**src/rtl/argmax_seq_ctrl_if.sv**
```systemverilog
`default_nettype none
// ============================================================================
// Module      : argmax_seq_ctrl_if
// Description : Bundles the control, score-stream and result-stream signals
//               of the argmax sequencing stage.
//               master : top-level sequencer / final layer / result consumer
//               slave  : argmax_seq_ctrl
//   start, abort               sequencer -> block
//   score_valid, score_data    final layer -> block
//   score_ready                block -> final layer
//   result_valid, result_index, result_max   block -> result logic
//   result_ready               result logic -> block
//   busy                       block -> sequencer
// Revision    : 1.0 - initial release
// ============================================================================
interface argmax_seq_ctrl_if #(
  parameter int DATA_WIDTH = 16,
  parameter int IDX_WIDTH  = 4
) ();
  logic                  start;
  logic                  abort;
  logic                  score_valid;
  logic                  score_ready;
  logic [DATA_WIDTH-1:0] score_data;
  logic                  result_valid;
  logic                  result_ready;
  logic [IDX_WIDTH-1:0]  result_index;
  logic [DATA_WIDTH-1:0] result_max;
  logic                  busy;

  modport master (
    output start, abort, score_valid, score_data, result_ready,
    input  score_ready, result_valid, result_index, result_max, busy
  );

  modport slave (
    input  start, abort, score_valid, score_data, result_ready,
    output score_ready, result_valid, result_index, result_max, busy
  );
endinterface
`default_nettype wire

```
**src/rtl/argmax_seq_ctrl.sv**
```systemverilog
`default_nettype none
// ============================================================================
// Module      : argmax_seq_ctrl
// Description : Collects NUM_CLASSES class scores serially, tracks the running
//               unsigned maximum (ties keep the lowest index) and presents the
//               winning index/score over a valid/ready handshake.
// Ports       : clk   - system clock, rising edge
//               rst_n - asynchronous active-low reset
//               bus   - argmax_seq_ctrl_if.slave (control, score stream,
//                       result stream, busy)
// Revision    : 1.0 - initial release
// ============================================================================
module argmax_seq_ctrl #(
  parameter int DATA_WIDTH  = 16,
  parameter int NUM_CLASSES = 10,
  parameter int IDX_WIDTH   = 4
) (
  input  wire              clk,
  input  wire              rst_n,
  argmax_seq_ctrl_if.slave bus
);

  generate
    if ((NUM_CLASSES < 2) || (NUM_CLASSES > 16) ||
        ((1 << IDX_WIDTH) < NUM_CLASSES)) begin : g_param_check
      $error("argmax_seq_ctrl: invalid NUM_CLASSES / IDX_WIDTH combination");
    end
  endgenerate

  localparam logic [IDX_WIDTH-1:0] LAST_IDX = IDX_WIDTH'(NUM_CLASSES - 1);

  typedef enum logic [1:0] {
    IDLE    = 2'd0,
    COLLECT = 2'd1,
    DONE    = 2'd2
  } state_t;

  state_t                state;
  logic [IDX_WIDTH-1:0]  count;
  logic [DATA_WIDTH-1:0] run_max;
  logic [IDX_WIDTH-1:0]  run_idx;
  logic                  result_valid_reg;
  logic [IDX_WIDTH-1:0]  result_index_reg;
  logic [DATA_WIDTH-1:0] result_max_reg;

  logic                  score_ready_int;
  logic                  transfer;
  logic [DATA_WIDTH-1:0] next_max;
  logic [IDX_WIDTH-1:0]  next_idx;

  // Abort masks ready so a score offered in the abort cycle is never taken.
  assign score_ready_int = (state == COLLECT) && !bus.abort;
  assign transfer        = bus.score_valid && score_ready_int;

  // Running max including the score currently on the bus. The first score of
  // a frame is taken unconditionally (count == 0 also yields index 0), so no
  // stale maximum from an earlier or aborted frame can leak through.
  always_comb begin
    next_max = run_max;
    next_idx = run_idx;
    if ((count == '0) || (bus.score_data > run_max)) begin
      next_max = bus.score_data;
      next_idx = count;
    end
  end

  always_ff @(posedge clk or negedge rst_n) begin
    if (!rst_n) begin
      state            <= IDLE;
      count            <= '0;
      run_max          <= '0;
      run_idx          <= '0;
      result_valid_reg <= 1'b0;
      result_index_reg <= '0;
      result_max_reg   <= '0;
    end else begin
      case (state)
        IDLE: begin
          if (bus.start && !bus.abort) begin
            state <= COLLECT;
            count <= '0;
          end
        end

        COLLECT: begin
          if (bus.abort) begin
            state <= IDLE;
            count <= '0;
          end else if (transfer) begin
            run_max <= next_max;
            run_idx <= next_idx;
            if (count == LAST_IDX) begin
              // Final score: publish the result including this score.
              state            <= DONE;
              count            <= '0;
              result_valid_reg <= 1'b1;
              result_index_reg <= next_idx;
              result_max_reg   <= next_max;
            end else begin
              count <= count + IDX_WIDTH'(1);
            end
          end
        end

        DONE: begin
          // Result registers are left untouched on exit so downstream logic
          // can keep displaying the last winner.
          if (bus.abort || bus.result_ready) begin
            state            <= IDLE;
            count            <= '0;
            result_valid_reg <= 1'b0;
          end
        end

        default: begin
          state            <= IDLE;
          count            <= '0;
          result_valid_reg <= 1'b0;
        end
      endcase
    end
  end

  assign bus.score_ready  = score_ready_int;
  assign bus.result_valid = result_valid_reg;
  assign bus.result_index = result_index_reg;
  assign bus.result_max   = result_max_reg;
  assign bus.busy         = (state != IDLE);

endmodule
`default_nettype wire

```
**src/flat_wrapper.sv**
```systemverilog
// flat-port wrapper written by rule: the top's interface ports become plain ports
module argmax_seq_ctrl_flat 
#(
  parameter int DATA_WIDTH  = 16,
  parameter int NUM_CLASSES = 10,
  parameter int IDX_WIDTH   = 4
)
  (clk, rst_n, bus_start, bus_abort, bus_score_valid, bus_score_data, bus_result_ready, bus_score_ready, bus_result_valid, bus_result_index, bus_result_max, bus_busy);
  argmax_seq_ctrl_if #(.DATA_WIDTH(DATA_WIDTH), .IDX_WIDTH(IDX_WIDTH)) bus_i ();
  input  wire clk;
  input  wire rst_n;
  input wire logic [$bits(bus_i.start)-1:0] bus_start;
  input wire logic [$bits(bus_i.abort)-1:0] bus_abort;
  input wire logic [$bits(bus_i.score_valid)-1:0] bus_score_valid;
  input wire logic [$bits(bus_i.score_data)-1:0] bus_score_data;
  input wire logic [$bits(bus_i.result_ready)-1:0] bus_result_ready;
  output wire logic [$bits(bus_i.score_ready)-1:0] bus_score_ready;
  output wire logic [$bits(bus_i.result_valid)-1:0] bus_result_valid;
  output wire logic [$bits(bus_i.result_index)-1:0] bus_result_index;
  output wire logic [$bits(bus_i.result_max)-1:0] bus_result_max;
  output wire logic [$bits(bus_i.busy)-1:0] bus_busy;
  assign bus_i.start = bus_start;
  assign bus_i.abort = bus_abort;
  assign bus_i.score_valid = bus_score_valid;
  assign bus_i.score_data = bus_score_data;
  assign bus_i.result_ready = bus_result_ready;
  assign bus_score_ready = bus_i.score_ready;
  assign bus_result_valid = bus_i.result_valid;
  assign bus_result_index = bus_i.result_index;
  assign bus_result_max = bus_i.result_max;
  assign bus_busy = bus_i.busy;
  argmax_seq_ctrl #(.DATA_WIDTH(DATA_WIDTH), .NUM_CLASSES(NUM_CLASSES), .IDX_WIDTH(IDX_WIDTH)) u_core (.clk(clk), .rst_n(rst_n), .bus(bus_i));
endmodule
```
**config.mk**
```make
export PLATFORM = sky130hd
export DESIGN_NAME = argmax_seq_ctrl_flat
export DESIGN_NICKNAME = d
export VERILOG_FILES = /design/src/rtl/argmax_seq_ctrl_if.sv /design/src/rtl/argmax_seq_ctrl.sv /design/src/flat_wrapper.sv
export SDC_FILE = /design/constraint.sdc
export NUM_CORES = 1
export LEC_CHECK = 0
export CAP_MARGIN = 20
export CORE_MARGIN = 2
export CORE_UTILIZATION = 35
export CTS_BUF_LIST = sky130_fd_sc_hd__clkbuf_16
export DETAILED_ROUTE_END_ITERATION = 10
export GPL_TIMING_DRIVEN = 1
export SYNTH_ARGS = -nofsm -noshare
export SYNTH_HDL_FRONTEND = slang
export SYNTH_SLANG_ARGS = --single-unit
```
**constraint.sdc**
```tcl
create_clock -name clk -period 2.6 [get_ports clk]
set_clock_uncertainty 0.1 [all_clocks]
set_input_delay 0.52 -clock clk [delete_from_list [all_inputs] [get_ports clk]]
set_output_delay 0.52 -clock clk [all_outputs]
set_load 0.01 [all_outputs]
```
==> impl_metrics.csv, run 1 <==
group,metric,value,unit
worst_setup_path,crit_required,2.67,ns
synth,async_reset_ff_share,100,%
clock_network,cts_htree_levels,2,
sta,rsz0062_at_grt,"false",
clock_network,cts_buffers,5,
global_routing,grt-ovfl-total,0,
synth,synthesis.area_per_instance,10.9,um2
worst_setup_path,worst_path_max_delay_cell,"sky130_fd_sc_hd__a2111o_1",
sta,period_minus_slack,2.48,ns
synth,cell_types_with_the_highest_counts_after_synthesis,"sky130_fd_sc_hd__dfrtp_1, sky130_fd_sc_hd__nand2_1, sky130_fd_sc_hd__o21ai_0",
sta,final-max-slew-violation-count,0,
run_status,run_status,"finished clean",
job,max_cap_violations,0,
global_routing,grt_antenna_before_repair,0,
route,initial_drc_count,64,
synth,yosysWarningCount,0,
die,floorplan.core_area,7180,um2
worst_setup_path,endpoint_kind,"register",
power_and_ir_drop,pwr_density_cell,886,nW/um2
synth,synth_top_area_share,45.9,%
global_routing,grt_max_degree,48,
finish,layout.cells.non_filler,396,
route,wirelength_per_cell,13.6,um
global_routing,first_global_vias,1922,
worst_setup_path,arrival_time_of_the_worst_setup_path,2.55,ns
synth,synth_fp_nets,276,
worst_setup_path,cp_cell_sequence,"dlygate4sd2_1, inv_1, ha_1, nor2b_1, o211ai_1, a2111o_1, a31oi_4, o21ai_4, buf_12, mux2_4",
clock_network,clock_sinks,47,
synth,postSynth.topFlopCell,"sky130_fd_sc_hd__dfrtp_1",
synth,synth-seq-cells,47,
placed_design,io_buffers,44,
placed_design,place.detailed.hpwl,3750,um
route,drc,0,
sta,slew_headroom,59.5,%
route,wirelength,5410,um
synth,synth_cells,235,
synth,synth_seq_area_share,45.9,%
synth,synth.distinct_cells,33,
die,start_util,35.7,%
sta,final_min_period_over_clock_period,95.5,%
power_and_ir_drop,worst_ir_drop_vdd,0.392,mV
synth,synth_enable_flop_cells,0,
finish,final_nets,337,
worst_setup_path,reg2regPathDepth,9,
worst_setup_path,timing.critical_path.from_type,"input port",
placed_design,place.gp.congestion,0.800,
power_and_ir_drop,power.total,3080,uW
worst_setup_path,slowest_delay,0.46,ns
global_routing,global_route.usage.met1,19.3,%
route,final_antenna_net_count,0,
clock_network,clock_latency,0.29,ns
synth,post_synth_instance_area,2560,um2
sta,setup_tns,0,ns
worst_setup_path,critical_path.reg2reg.startpoint,"u_core.run_max[1]",
finish,antenna-diode-count,0,
global_routing,first_pass_grt_wire_length,9170,um
sta,actual_slew_at_the_worst_max_slew_pin,0.608,ns
sta,hold_violations,0,
worst_setup_path,r2r_slack,0.13,ns
clock_network,clk_pin_slew,0.06,ns
sta,max_freq,403,MHz
finish,layout_overhead_on_the_synthesized_area,35.6,%
global_routing,groute.layer.met2.usage,25.6,%
route,detail_route.vias_per_cell,4.79,
placed_design,place_inst,387,
global_routing,globalRouteTotalUtil,15.0,%
clock_network,cts_root_buf,"sky130_fd_sc_hd__clkbuf_16",
route,vias,1897,
worst_setup_path,path_max_fanout,8,
sta,setup_violations,0,
synth,yosys.cell_count.top_type,"sky130_fd_sc_hd__dfrtp_1",
die,die_area,8010,um2
clock_network,postCtsSetupBuffers,0,
worst_setup_path,timing.rr.end,"u_core.run_max[10]",
sta,fin_worst_hold_slack,0.234,ns
die,die_height,89.5,um
global_routing,grt.busiest_layer,"met2",
worst_setup_path,worst_path_class_setup,"in2reg",
route,drt_pass1_iterations,4,
die,chipWidth,89.5,um
synth,synthDominantAreaCellType,"sky130_fd_sc_hd__dfrtp_1",
finish,final_layout_size_suffix_gt1_share,20.2,%
die,floorplan.rows,31,
global_routing,grtUsageMet3,3.14,%
die,ioPinCount,45,
finish,utilization,48.4,%
power_and_ir_drop,power.leakage,0.00163,uW
synth,synth.area.top_cells,"sky130_fd_sc_hd__dfrtp_1, sky130_fd_sc_hd__mux2_4, sky130_fd_sc_hd__ha_1",
clock_network,clock_tree_from_tritoncts,"yes",
min_path,hold_path.class,"in2async",
clock_network,cts_max_path_buffers,2,
==> area by class of cell <==
type / instances / area, um2
tap: 99 / 124
clock buffer: 5 / 125
clock inverter: 3 / 20.0
inverter: 18 / 67.6
timing repair buffer: 62 / 598
fill: 667 / 3700
sequential: 47 / 1180
multi-input combinational: 162 / 1360
==> per-layer routing <==
layer  share of wire [%]  up-vias
li1                    -      945
met1                  47      914
met2                  49       31
met3                 3.1        7
met4                 1.3        0
met5                   0        -
==> per-stage QoR <==
stage / setup WS, ns / cell area [um2]
5_1_grt: 0.0137 / 3470
2_1_floorplan: 0.164 / 2560
3_3_place_gp: -0.443 / 3200
4_1_cts: 0.00652 / 3420
3_5_place_dp: -0.462 / 3200
6_report: 0.118 / 3470
==> critical path: cells and delay by family <==
family / cells / cell delay (ns)
AOI/OAI and AO/OA: 4 / 0.95
adders and majority gates: 1 / 0.19
buffers and inverters: 3 / 0.48
muxes: 1 / 0.29
and+or+nand+nor: 1 / 0.10
==> where the power goes <==
| group | total [uW] | switching (uW) | internal [uW] |
|---|---|---|---|
| Sequential | 1060 | 158 | 906 |
| Clock | 632 | 277 | 354 |
| Combinational | 1380 | 615 | 766 |
| Total | 3080 | 1050 | 2030 |
==> cell families after synthesis <==
kind of cell | count (synthesis) | synth area share [%]
simple gates | 57 | 10.2
compound gates | 50 | 12.1
flops | 47 | 45.9
mux | 36 | 17.6
buf+inv | 26 | 4.84
fa+ha+maj | 19 | 9.29
==> how the worst max path moves through the flow <==
stage	startpoint	endpoint	depth (start not counted)
final	bus_score_data[0]	u_core.run_max[10]	10
after global routing	bus_score_data[0]	u_core.run_max[14]	10
after CTS	bus_score_data[7]	u_core.run_max[10]	8
after detailed placement	bus_score_data[1]	u_core.bus.result_max[1]	9
after global placement	bus_score_data[1]	u_core.bus.result_max[3]	9
after floorplan	bus_score_data[15]	u_core.run_max[0]	7
==> cell usage in the layout (no fill, tap or decap), types with 2 or more instances in the layout <==
cell / Yosys / layout
sky130_fd_sc_hd__dfrtp_1: 47 / 47
sky130_fd_sc_hd__buf_4: 1 / 14
sky130_fd_sc_hd__a21oi_2: 0 / 2
sky130_fd_sc_hd__nand2b_1: 3 / 3
sky130_fd_sc_hd__nor4_1: 2 / 2
sky130_fd_sc_hd__o31ai_1: 2 / 2
sky130_fd_sc_hd__or2_2: 2 / 2
sky130_fd_sc_hd__a21oi_1: 9 / 7
sky130_fd_sc_hd__o21ai_0: 27 / 26
sky130_fd_sc_hd__ha_1: 19 / 13
sky130_fd_sc_hd__clkdlybuf4s50_1: 0 / 27
sky130_fd_sc_hd__mux2i_1: 18 / 18
sky130_fd_sc_hd__clkbuf_16: 0 / 5
sky130_fd_sc_hd__nor2b_1: 2 / 2
sky130_fd_sc_hd__nand4_1: 4 / 4
sky130_fd_sc_hd__o21a_1: 2 / 2
sky130_fd_sc_hd__inv_1: 18 / 18
sky130_fd_sc_hd__mux2_4: 18 / 18
sky130_fd_sc_hd__clkinvlp_4: 0 / 2
sky130_fd_sc_hd__dlygate4sd2_1: 0 / 13
sky130_fd_sc_hd__a32o_1: 2 / 2
sky130_fd_sc_hd__nor2_1: 6 / 6
sky130_fd_sc_hd__nand2_1: 32 / 32
sky130_fd_sc_hd__ha_4: 0 / 6
sky130_fd_sc_hd__dlymetal6s2s_1: 0 / 2
sky130_fd_sc_hd__and2_1: 2 / 2
==> timing repair <==
item / 4_1_cts / 5_1_grt
resized for setup: 23 / 11
hold endpoints to repair: 0 / 0
endpoints found under the setup margin: 35 / 36
gates cloned: 1 / 0
pin swaps: 16 / 8
hold buffers: 0 / 0
(Power assumes the default switching activity.)
==> run 2, diff against run 1 <==
--- a/config.mk
+++ b/config.mk
@@ -7,10 +7,11 @@
 export LEC_CHECK = 0
 export CAP_MARGIN = 20
 export CORE_MARGIN = 2
-export CORE_UTILIZATION = 35
+export CORE_UTILIZATION = 53
 export CTS_BUF_LIST = sky130_fd_sc_hd__clkbuf_16
 export DETAILED_ROUTE_END_ITERATION = 10
 export GPL_TIMING_DRIVEN = 1
+export PLACE_DENSITY = 0.8
 export SYNTH_ARGS = -nofsm -noshare
 export SYNTH_HDL_FRONTEND = slang
 export SYNTH_SLANG_ARGS = --single-unit
==> run 2 against run 1 <==
Against the previous run:
- register-to-register slack got worse by 0.08 ns
- critical path depth decreased by 1
- cell area increased by 1.8%
- flip-flop and latch count unchanged
- combinational power increased by 12%
- non-clock buffer count increased by 10
- die area decreased by 33%
- final cell count decreased by 9.1%
- clock-buffer cell count unchanged
==> impl_metrics.csv, run 2 (synthesized netlist as in run 1, its figures left out) <==
group,metric,value,unit
route,drt_pass1_iterations,4,
finish,utilization,75.3,%
die,ioPinCount,45,
finish,layout_commonest_cell,"sky130_fd_sc_hd__dfrtp_1",
finish,final_nets,347,
global_routing,groute.layer.met2.usage,37.3,%
clock_network,cts_buffers,5,
clock_network,cts_root_buf,"sky130_fd_sc_hd__clkbuf_16",
power_and_ir_drop,power.share.switching,35.1,%
global_routing,first_pass_grt_wire_length,8940,um
worst_setup_path,cp_cell_sequence,"dlygate4sd2_1, ha_4, nor2b_2, o211ai_1, a2111o_1, a31oi_4, o21ai_4, buf_6, mux2_4",
clock_network,cts_htree_levels,2,
die,floorplan.rows,25,
power_and_ir_drop,pwr-share-seq,33.3,%
sta,final.setup.worst_slack,0.0356,ns
power_and_ir_drop,power.leakage,0.00174,uW
worst_setup_path,timing.critical_path.buf_inv,2,
placed_design,placed_area,3180,um2
placed_design,io_buffers,44,
power_and_ir_drop,netSwitchingPower,1140,uW
die,die_area,5400,um2
die,chipWidth,73.5,um
finish,layout_overhead_on_the_synthesized_area,38.1,%
sta,slew_headroom,58.9,%
placed_design,place.detailed.hpwl,3600,um
route,vias,2039,
sta,setup_violations,0,
power_and_ir_drop,pwr_density_cell,914,nW/um2
power_and_ir_drop,combPwrFrac,47.9,%
die,floorplan.core_area,4690,um2
worst_setup_path,timing.critical_path.from_type,"input port",
worst_setup_path,arrival_time_of_the_worst_setup_path,2.63,ns
global_routing,grt_antenna_before_repair,0,
worst_setup_path,reg2regPathDepth,10,
power_and_ir_drop,worst_ir_drop_vdd,0.453,mV
placed_design,place_inst,348,
worst_setup_path,worst_path_class_setup,"in2reg",
finish,layout.cells.non_filler,360,
run_status,run_status,"finished clean",
route,final_antenna_net_count,0,
sta,period_minus_slack,2.56,ns
sta,final_min_period_over_clock_period,98.6,%
worst_setup_path,path_max_fanout,6,
finish,finish.instance_area,3530,um2
clock_network,clk_pin_slew,0.06,ns
worst_setup_path,worst_path_dominant_cell_family,"compound AO/OA/AOI/OAI gates",
worst_setup_path,critical_path.reg2reg.startpoint,"u_core.run_max[13]",
finish,antenna-diode-count,0,
sta,actual_slew_at_the_worst_max_slew_pin,0.617,ns
sta,hold_violations,0,
placed_design,place.gp.congestion,0.744,
worst_setup_path,crit_required,2.67,ns
global_routing,global_route.usage.met1,26.8,%
global_routing,grt.busiest_layer,"met2",
die,start_util,54.6,%
global_routing,grt_max_degree,48,
sta,final-max-slew-violation-count,0,
min_path,hold_path.class,"in2async",
route,wirelength,6210,um
clock_network,clock_tree_from_tritoncts,"yes",
worst_setup_path,worst_path_max_delay_cell,"sky130_fd_sc_hd__a2111o_1",
power_and_ir_drop,power.total,3230,uW
route,wirelength_per_cell,17.2,um
global_routing,grt-ovfl-total,0,
clock_network,number_of_hold_repair_buffers_added_at_the_cts_stage,0,
finish,fillerInstances,302,
placed_design,preCtsSetupSlack,-0.436,ns
clock_network,clock_latency,0.29,ns
worst_setup_path,endpoint_kind,"register",
global_routing,globalRouteTotalUtil,21.9,%
route,drc,0,
finish,most-common-layout-cells,"sky130_fd_sc_hd__dfrtp_1, sky130_fd_sc_hd__nand2_1, sky130_fd_sc_hd__o21ai_0, sky130_fd_sc_hd__clkdlybuf4s50_1, sky130_fd_sc_hd__buf_4",
sta,rsz0062_at_grt,"true",
global_routing,first_global_vias,1989,
worst_setup_path,timing.rr.end,"u_core.run_max[2]",
power_and_ir_drop,p_int,2100,uW
route,initial_drc_count,55,
worst_setup_path,slowest_delay,0.41,ns
clock_network,clock_sinks,47,
die,die_height,73.5,um
job,max_cap_violations,0,
global_routing,grtUsageMet3,4.66,%
sta,max_freq,390,MHz
worst_setup_path,r2r_slack,0.05,ns
clock_network,cts_max_path_buffers,2,
power_and_ir_drop,clkPwrFrac,18.7,%
route,detail_route.vias_per_cell,5.66,
finish,final_layout_size_suffix_gt1_share,24.2,%
run 2: final cells by class:
class	instances	area [um2]	share of cell area (%)
inverters	18	67.6	1.91
flip-flops and latches	47	1180	33.3
well taps	54	67.6	1.91
clock buffers	5	125	3.54
clock inverters	2	8.76	0.248
repair buffers	72	687	19.4
multi-input cells	162	1400	39.7
run 2: power groups by stage:
| stage | Sequential (uW) | Combinational (uW) | Clock, uW |
|---|---|---|---|
| 2_1_floorplan | 1030 | 939 | 0 |
| 3_3_place_gp | 1060 | 1220 | 0 |
| 3_5_place_dp | 1060 | 1260 | 0 |
| 4_1_cts | 1060 | 1360 | 614 |
| 5_1_grt | 1100 | 1680 | 638 |
| 6_report | 1080 | 1550 | 606 |
run 2: per-stage QoR:
step / TNS [ns] / hold slack, ns
floorplan: 0 / 0.124
global placement: -13.26 / 0.360
detailed placement: -15.05 / 0.369
CTS: 0 / 0.238
global route: -0.305 / 0.274
finish: 0 / 0.203
run 2: worst register-to-register path, delay by kind of cell, from the launching register on:
kind | cells | cell delay, ns
AO/OA/AOI/OAI | 2 | 0.32
adder cells (fa/ha/maj) | 1 | 0.27
AND/OR/NAND/NOR | 2 | 0.40
multiplexers | 1 | 0.31
flip-flops | 1 | 0.39
buffers and inverters | 4 | 0.64
run 2: how the worst max path moves through the flow:
stage                            start                       end  slack [ns]  cells past startpoint
finish               bus_score_data[1]         u_core.run_max[2]        0.04                      9
global route        u_core.run_max[13]  u_core.bus.result_max[5]       -0.07                     11
CTS                  bus_score_data[5]         u_core.run_max[3]      0.0005                      8
detailed placement  bus_score_data[15]         u_core.run_max[6]       -0.44                     11
global placement    bus_score_data[15]         u_core.run_max[7]       -0.37                     11
floorplan           bus_score_data[15]         u_core.run_max[0]        0.16                      7
run 2: repair_timing:
item | in CTS | in global routing
setup endpoints to repair | 36 | 38
resized for setup | 19 | 25
buffers inserted | 1 | 4
endpoints found under the hold margin | 0 | 0
pin swaps | 12 | 14
run 2: routing by layer:
| metal | up-vias | routed length [um] |
|---|---|---|
| met2 | 51 | 3130 |
| met5 | - | 0 |
| met1 | 1008 | 2730 |
| met4 | 0 | 144 |
| met3 | 13 | 198 |
| li1 | 967 | - |
